`src/rtl/alu_arbiter.sv`:
```
// Round-robin arbiter/sequencer sharing one ALU between NUM_REQ requesters.
// Each transaction: accept (IDLE) -> drive ALU for one cycle (EXEC) -> return result (RESP).
package ablomm_cpu;
    typedef enum logic [3:0] {
        ALU_ADD = 4'h0,
        ALU_SUB = 4'h1,
        ALU_AND = 4'h2,
        ALU_OR  = 4'h3,
        ALU_XOR = 4'h4,
        ALU_SHL = 4'h5,
        ALU_SHR = 4'h6,
        ALU_ASR = 4'h7
    } alu_op_e;
endpackage

module alu_arbiter
    import ablomm_cpu::*;
#(
    parameter int unsigned NUM_REQ = 4
) (
    input  logic                          clk,
    input  logic                          rst_n,
    input  logic    [NUM_REQ-1:0]         req_valid,
    output logic    [NUM_REQ-1:0]         req_ready,
    input  alu_op_e [NUM_REQ-1:0]         req_op,
    input  logic    [NUM_REQ-1:0][31:0]   req_a,
    input  logic    [NUM_REQ-1:0][31:0]   req_b,
    input  logic    [NUM_REQ-1:0]         req_carry,
    output logic    [NUM_REQ-1:0]         resp_valid,
    input  logic    [NUM_REQ-1:0]         resp_ready,
    output logic    [31:0]                resp_data,
    output logic    [3:0]                 resp_status,
    output logic                          alu_oe,
    output logic    [31:0]                alu_a,
    output logic    [31:0]                alu_b,
    output alu_op_e                       alu_operation,
    output logic                          alu_carry_in,
    input  logic    [31:0]                alu_out,
    input  logic    [3:0]                 alu_status
);

    localparam int unsigned IdxW = (NUM_REQ > 1) ? $clog2(NUM_REQ) : 1;

    typedef enum logic [1:0] {StIdle, StExec, StResp} state_e;

    state_e            state;
    logic [IdxW-1:0]   last_grant;
    logic [IdxW-1:0]   grant;
    logic [IdxW-1:0]   winner;
    logic              found;
    int unsigned       idx;

    // First valid requester after last_grant, wrapping; the last one served ends up last.
    always_comb begin
        winner = '0;
        found  = 1'b0;
        idx    = 0;
        for (int unsigned i = 1; i <= NUM_REQ; i++) begin
            idx = (32'(last_grant) + i) % NUM_REQ;
            if (!found && req_valid[idx]) begin
                found  = 1'b1;
                winner = IdxW'(idx);
            end
        end
    end

    // Gated by rst_n so no requester sees an accept while reset is held.
    always_comb begin
        req_ready = '0;
        if (rst_n && state == StIdle && found) begin
            req_ready[winner] = 1'b1;
        end
    end

    always_ff @(posedge clk or negedge rst_n) begin
        if (!rst_n) begin
            state         <= StIdle;
            last_grant    <= IdxW'(NUM_REQ - 1);
            grant         <= '0;
            alu_operation <= ALU_ADD;
            alu_a         <= '0;
            alu_b         <= '0;
            alu_carry_in  <= 1'b0;
            alu_oe        <= 1'b0;
            resp_data     <= '0;
            resp_status   <= '0;
            resp_valid    <= '0;
        end else begin
            unique case (state)
                StIdle: begin
                    if (found) begin
                        alu_operation <= req_op[winner];
                        alu_a         <= req_a[winner];
                        alu_b         <= req_b[winner];
                        alu_carry_in  <= req_carry[winner];
                        grant         <= winner;
                        alu_oe        <= 1'b1;
                        state         <= StExec;
                    end
                end
                StExec: begin
                    resp_data   <= alu_out;
                    resp_status <= alu_status;
                    alu_oe      <= 1'b0;
                    resp_valid  <= NUM_REQ'(1) << grant;
                    state       <= StResp;
                end
                StResp: begin
                    if (resp_ready[grant]) begin
                        last_grant <= grant;
                        resp_valid <= '0;
                        state      <= StIdle;
                    end
                end
                default: state <= StIdle;
            endcase
        end
    end

endmodule
```
`config.mk`:
```
export PLATFORM = sky130hd
export DESIGN_NAME = alu_arbiter
export DESIGN_NICKNAME = d
export VERILOG_FILES = /design/src/rtl/alu_arbiter.sv
export SDC_FILE = /design/constraint.sdc
export NUM_CORES = 1
export LEC_CHECK = 0
export ABC_AREA = 0
export BUFFER_PORTS_ARGS = -buffer_cell sky130_fd_sc_hd__buf_4
export CORE_AREA = 8 8 164 166
export DETAILED_ROUTE_END_ITERATION = 8
export DIE_AREA = 0 0 172 174
export SYNTH_ARGS = -nofsm -noshare
export SYNTH_HDL_FRONTEND = slang
export SYNTH_SLANG_ARGS = --single-unit
```
`constraint.sdc`:
```
create_clock -name clk -period 1.8 [get_ports clk]
set_input_delay 0.18 -clock clk [delete_from_list [all_inputs] [get_ports clk]]
set_output_delay 0.18 -clock clk [all_outputs]
set_load 0.05 [all_outputs]
```
After elaboration in Yosys (flattened, before gate mapping)

Cells that the tools add are included.

Add/sub/neg operators: 4
$mul: 0
Div/mod/pow operators: 0
Order comparisons: 7
Eq/ne operators: 4
Shift-type cells: 1
Muxes and demuxes: 36
Bitwise operators: 0
Reduce and logical (&&, ||, !) cells: 17

Operator list:

| cell                                                       | count |
|---|---|
| binary-select mux 32 bit (select 2 bit)                    | 2 |
| 2-to-1 mux 32 bit                                          | 2 |
| less-than comparator 2 x 3 -> 1 bit, second input constant | 6 |
| binary-select mux 1 bit (select 2 bit)                     | 6 |
| 2-to-1 mux 1 bit                                           | 12 |
| 2-to-1 mux 2 bit                                           | 6 |
| 2-to-1 mux 4 bit                                           | 3 |
| AND reduction 2 bit                                        | 5 |
| binary-select mux 4 bit (select 2 bit)                     | 1 |
| one-hot mux 4 bit (2 select lines)                         | 1 |
| logical AND 1 bit                                          | 6 |
| one-hot mux 2 bit (3 select lines)                         | 1 |
| adder 2 x 1 -> 2 bit, second input constant                | 2 |
| adder 2 bit, second input constant                         | 2 |
| inequality test 2 bit, second input constant               | 2 |
| nonzero test 2 bit                                         | 2 |
| left shift 1 x 2 -> 4 bit, first input constant            | 1 |
| logical NOT 1 bit                                          | 3 |
| demux 1 bit (select 2 bit)                                 | 1 |
| equality test 2 x 1 -> 1 bit, second input constant        | 1 |
| equality test 2 bit, second input constant                 | 1 |
| >= comparator 2 x 1 -> 1 bit, second input constant        | 1 |
| logical NOT 2 bit                                          | 1 |
| one-hot mux 1 bit (2 select lines)                         | 1 |

Register bits: 116
Bits in latches: 0
Bits in writable memories: 0
Memory bits (read-only): 0
Bits of input ports: 322
Memories kept: 0

Depth between registers and ports, before layout

Word-level depth: 18
Depth in mapped cells: 8

Worst setup path before layout

No wires, ideal clock.

Path type: register to output
From: register last_grant[1]
To: output req_ready[2]
Arrival: 2613 ps
Required time: 1620 ps
Setup slack: -993 ps
Stages on the path, launching flop included: 7
Buffers on the path: 2
Path through: dfstp_2 -> clkbuf_1 -> o21ai_1 -> a21oi_2 -> nand2_1 -> clkbuf_1 -> nor3_1

Cells in the longest elaborated chain, start to end: 18
Elaborated cells between the ends (all ways): 33
Those cells by class: add/sub (4); order compare (2); mux (19); reduce/logical (8)

Ends and longest elaborated chain:

| element                                                                                                          | line | text |
|---|---|---|
| start, declared                                                                                                  | 47   | `logic [IdxW-1:0] last_grant;` |
| start signal, assigned                                                                                           | 78   | `last_grant <= IdxW'(NUM_REQ - 1);` |
| start signal, assigned                                                                                           | 110  | `last_grant <= grant;` |
| adder 2 x 1 -> 2 bit                                                                                             | 59   | `idx = (32'(last_grant) + i) % NUM_REQ;` |
| binary-select mux 1 bit (select 2 bit)                                                                           | 60   | `if (!found && req_valid[idx]) begin` |
| 2-to-1 mux 1 bit (not written as such)                                                                           | 60   |  |
| 2-to-1 mux 1 bit                                                                                                 | 60   |  |
| logical NOT 1 bit                                                                                                | 60   |  |
| logical AND 1 bit                                                                                                | 60   |  |
| 2-to-1 mux 1 bit                                                                                                 | 60   |  |
| logical NOT 1 bit                                                                                                | 60   |  |
| [2 not listed]                                                                                                   | n/a  |  |
| logical NOT 1 bit                                                                                                | 60   |  |
| logical AND 1 bit                                                                                                | 60   |  |
| 2-to-1 mux 2 bit                                                                                                 | 60   |  |
| less-than comparator 2 x 3 -> 1 bit (not written as such) / >= comparator 2 x 1 -> 1 bit (equally long branches) | 71   | `req_ready[winner] = 1'b1;` |
| logical AND 1 bit (not written as such)                                                                          | 71   |  |
| 2-to-1 mux 1 bit (not written as such)                                                                           | 71   |  |
| demux 1 bit (select 2 bit)                                                                                       | 71   |  |
| 2-to-1 mux 4 bit *                                                                                               | 70   | `if (rst_n && state == StIdle && found) begin` |
| end, declared                                                                                                    | 24   | `output logic [NUM_REQ-1:0] req_ready,` |

Mark *: on every way between the ends. The rest lies on a longest branch, timed or not. The select of a mux whose other input is x is not followed.

Final worst setup path

From: register last_grant[0]
To: output req_ready[0]

The elaborated chain is that of the path after synthesis.

==> impl_metrics.yaml <==
routing:
  first_pass_iters: 5
  ant_nets: 0
  drc: 0
  drtIter0Drc: 573
  num_vias: 8538
  via_per_inst: 5.24
  routedWlPerCell_um: 22.3
  drt-total-wl_um: 36400
worst_setup_path:
  cp_top_family: "flip-flops"
  path_class: "reg2out"
  r2r-end: "alu_a[19]"
  r2r_setup_slack_ns: -0.25
  crit_fanout: 4
  r2r-start: "last_grant[0]"
  crit_chain: "nor2b_4 > buf_4 > o21ai_4 > a21oi_4 > buf_12 > nor3_4 > buf_6"
  cp_slowest_cell: "dfstp_2"
  crit_buf_inv: 3
  worstRegToRegCells: 9
  cp-start-kind: "register"
  crit_path_end_kind: "output pin"
  cp_slowest_stage_delay_ns: 0.56
  cp.required_ns: 1.62
  crit_arrival_ns: 1.92
timing:
  worst_pin_slew_ns: 0.507
  fin_crit_ns: 2.10
  relSlewSlack_pct: 66.2
  drv_slew: 0
  period_share_pct: 117
  fmax_ghz: 0.475
  hold_ws_ns: 0.0775
  rsz0062_at_grt: "yes"
  setup_viol: 74
  clock-skew-final_ns: 0.0113
  setup_slack_ns: -0.305
  finalHoldViolCount: 0
status:
  outcome: "finished with violations"
  violations: "setup timing"
global_route:
  grt_pass1_wl_um: 53100
  grt_util_all_layers_pct: 23.0
  grt_max_degree: 89
  antenna_found_initial: 2
  overflow: 0
  grt_pass1_vias: 8988
floorplan:
  fp.dieH_um: 174
  die_w_um: 172
  design.core.area_um2: 24500
  num_rows: 58
  fp.dieArea_um2: 29900
  initial_core_util_pct: 28.9
  io_pins: 436
synth:
  synth.distinct_cells: 33
  ys_ff_latch: 116
  synthArstFlopShare_pct: 100
  synthCells: 783
  synth_ff_type: "dfrtp_1"
  synth.cell_area_um2: 7090
  seq_area_frac_synth_pct: 41.0
  syn_avg_cell_area_um2: 9.06
  synth-edff-count: 0
  yosys_warnings: 0
  syn_nets: 1105
power:
  ir_worst_vdd_mv: 0.809
  leakagePower_uw: 0.00628
  p_per_area_nw_per_um2: 1880
  fin_total_pwr_uw: 24500
worst_hold_path:
  min_to: "alu_b[17]"
  hp-class: "in2reg"
  holdPathStages: 3
  hold_path_startpoint: "req_b[113]"
finish:
  n_antenna_cell: 0
  register_area_um2: 2910
  syn2layout_area_growth_pct: 84.1
  final_cell_area_um2: 13100
  fillCellCount: 2281
  fin_nets: 1608
  drive_gt1_share_pct: 47.1
  multi_input_area_um2: 4040
clock_tree:
  clkTransAtPathRegs_ns: 0.07
  worstSkewPairLatency_ns: 0.41
  cts-buffers-inserted: 17
  clockRootBuffer: "clkbuf_16"
  cts-htree-levels: 4
  clock_sinks: 116
  ctsLongestPathBuffers: 2
  cts_tree: "yes"
placement:
  hpwl_um: 25400
  place.gp.congestion: 0.869
  placed_area_um2: 11300
  numPortBuffers: 435
flow_run:
  drv_cap: 0
[synthesized netlist by cell type (all sizes together), types with 2 or more instances]
library cell / instances / share of area, %
nand4: 69 / 6.1
mux2: 2 / 0.32
o21a: 2 / 0.21
mux2i: 69 / 9.7
dfstp: 2 / 0.74
nand2: 187 / 9.9
a21oi: 2 / 0.35
nor2: 5 / 0.26
dfrtp: 114 / 40
nand2b: 6 / 0.53
inv: 2 / 0.11
buf: 24 / 2.4
nor2b: 3 / 0.37
o211ai: 69 / 7.3
clkbuf: 69 / 3.7
nor3: 5 / 0.42
a211o: 69 / 8.5
o31ai: 70 / 7.4
o21ai: 6 / 0.42
[through the flow]
step           utilization [%]  setup TNS [ns]  cells  worst slack, ns
2_1_floorplan                -          -0.307    783           -0.130
3_3_place_gp              45.9           -5.94   1522           -0.150
3_5_place_dp              45.9           -7.44   1522           -0.180
4_1_cts                   52.5          -14.19   1622           -0.343
5_1_grt                   53.2          -19.19   1629           -0.365
6_report                  53.2          -14.21   1629           -0.305
[how the worst max path moves through the flow]
stage / from / endpoint / slack (ns) / depth (start not counted)
after floorplan: last_grant[0] / req_ready[2] / -0.13 / 6
after global placement: last_grant[0] / alu_b[26] / -0.15 / 7
after detailed placement: last_grant[0] / alu_operation[1] / -0.18 / 7
after CTS: last_grant[0] / req_ready[3] / -0.34 / 6
after global routing: last_grant[0] / req_ready[2] / -0.36 / 6
final: last_grant[0] / req_ready[0] / -0.30 / 7
[timing repair]
item,4_1_cts,5_1_grt
hold endpoints to repair,150,0
setup endpoints to repair,73,74
gates resized for setup,59,17
setup buffers,23,8
pin swaps,16,13
hold buffers,37,0
cloned,8,3
[where the power goes]
part | internal, uW | switching, uW
Clock | 1850 | 1490
Combinational | 6480 | 10000
Sequential | 3930 | 765
Total | 12300 | 12300
[sequential cells by signal, summed over array words and instances (netlist names), 2 cells and up]
name	cells
resp_status	4
alu_b	32
alu_operation	4
alu_a	32
last_grant	2
state	2
resp_valid	4
resp_data	32
grant	2
[metal layers]
layer	global-route usage (%)	routed length, um	vias up	share of wire (%)
li1	-	-	3959	-
met4	8.66	1200	4	3.3
met3	5.65	2800	66	7.7
met1	27.7	14500	4109	40
met2	38.8	17800	400	49
met5	0	25	-	0.069
[tightest hold or removal path, cell delays in order]
cell	delay (ns)
buf_4	0.08
mux2i_1	0.05
o211ai_1	0.14
[final cells by class]
cell class	count	area share (%)
Multi-Input combinational cell	572	30.9
Sequential cell	116	22.3
Inverter	2	0.0575
Clock buffer	17	3.26
Timing Repair Buffer	577	39.2
Tap cell	330	3.16
Clock inverter	15	1.16
[cells by family after synthesis]
| group | Yosys count | share of synthesized area, % |
|---|---|---|
| flops | 116 | 41.0 |
| compound gates | 221 | 24.6 |
| simple gates | 279 | 17.9 |
| buf+inv | 95 | 6.12 |
| mux | 72 | 10.4 |
[layout by cell type (no fill, tap or decap), types with 2 or more instances in the layout]
cell type and count:
clkbuf_16 20, buf_4 479, mux2i_1 54, o21ai_1 2
nand4_1 69, nor3_4 5, o211ai_1 69, dlygate4sd3_1 37
a211o_1 69, dfstp_2 2, mux2_1 2, nor2_1 4
o21ai_4 3, clkinv_4 2, mux2i_2 7, buf_8 5
dfrtp_1 114, buf_16 9, inv_8 6, mux2i_4 8
nand2_1 186, nand2b_1 3, buf_6 15, inv_6 4
nand2b_4 3, o31ai_1 69, a21oi_4 2, inv_1 2
clkinvlp_4 2, buf_12 29
Power figures use the tool's default switching activity.
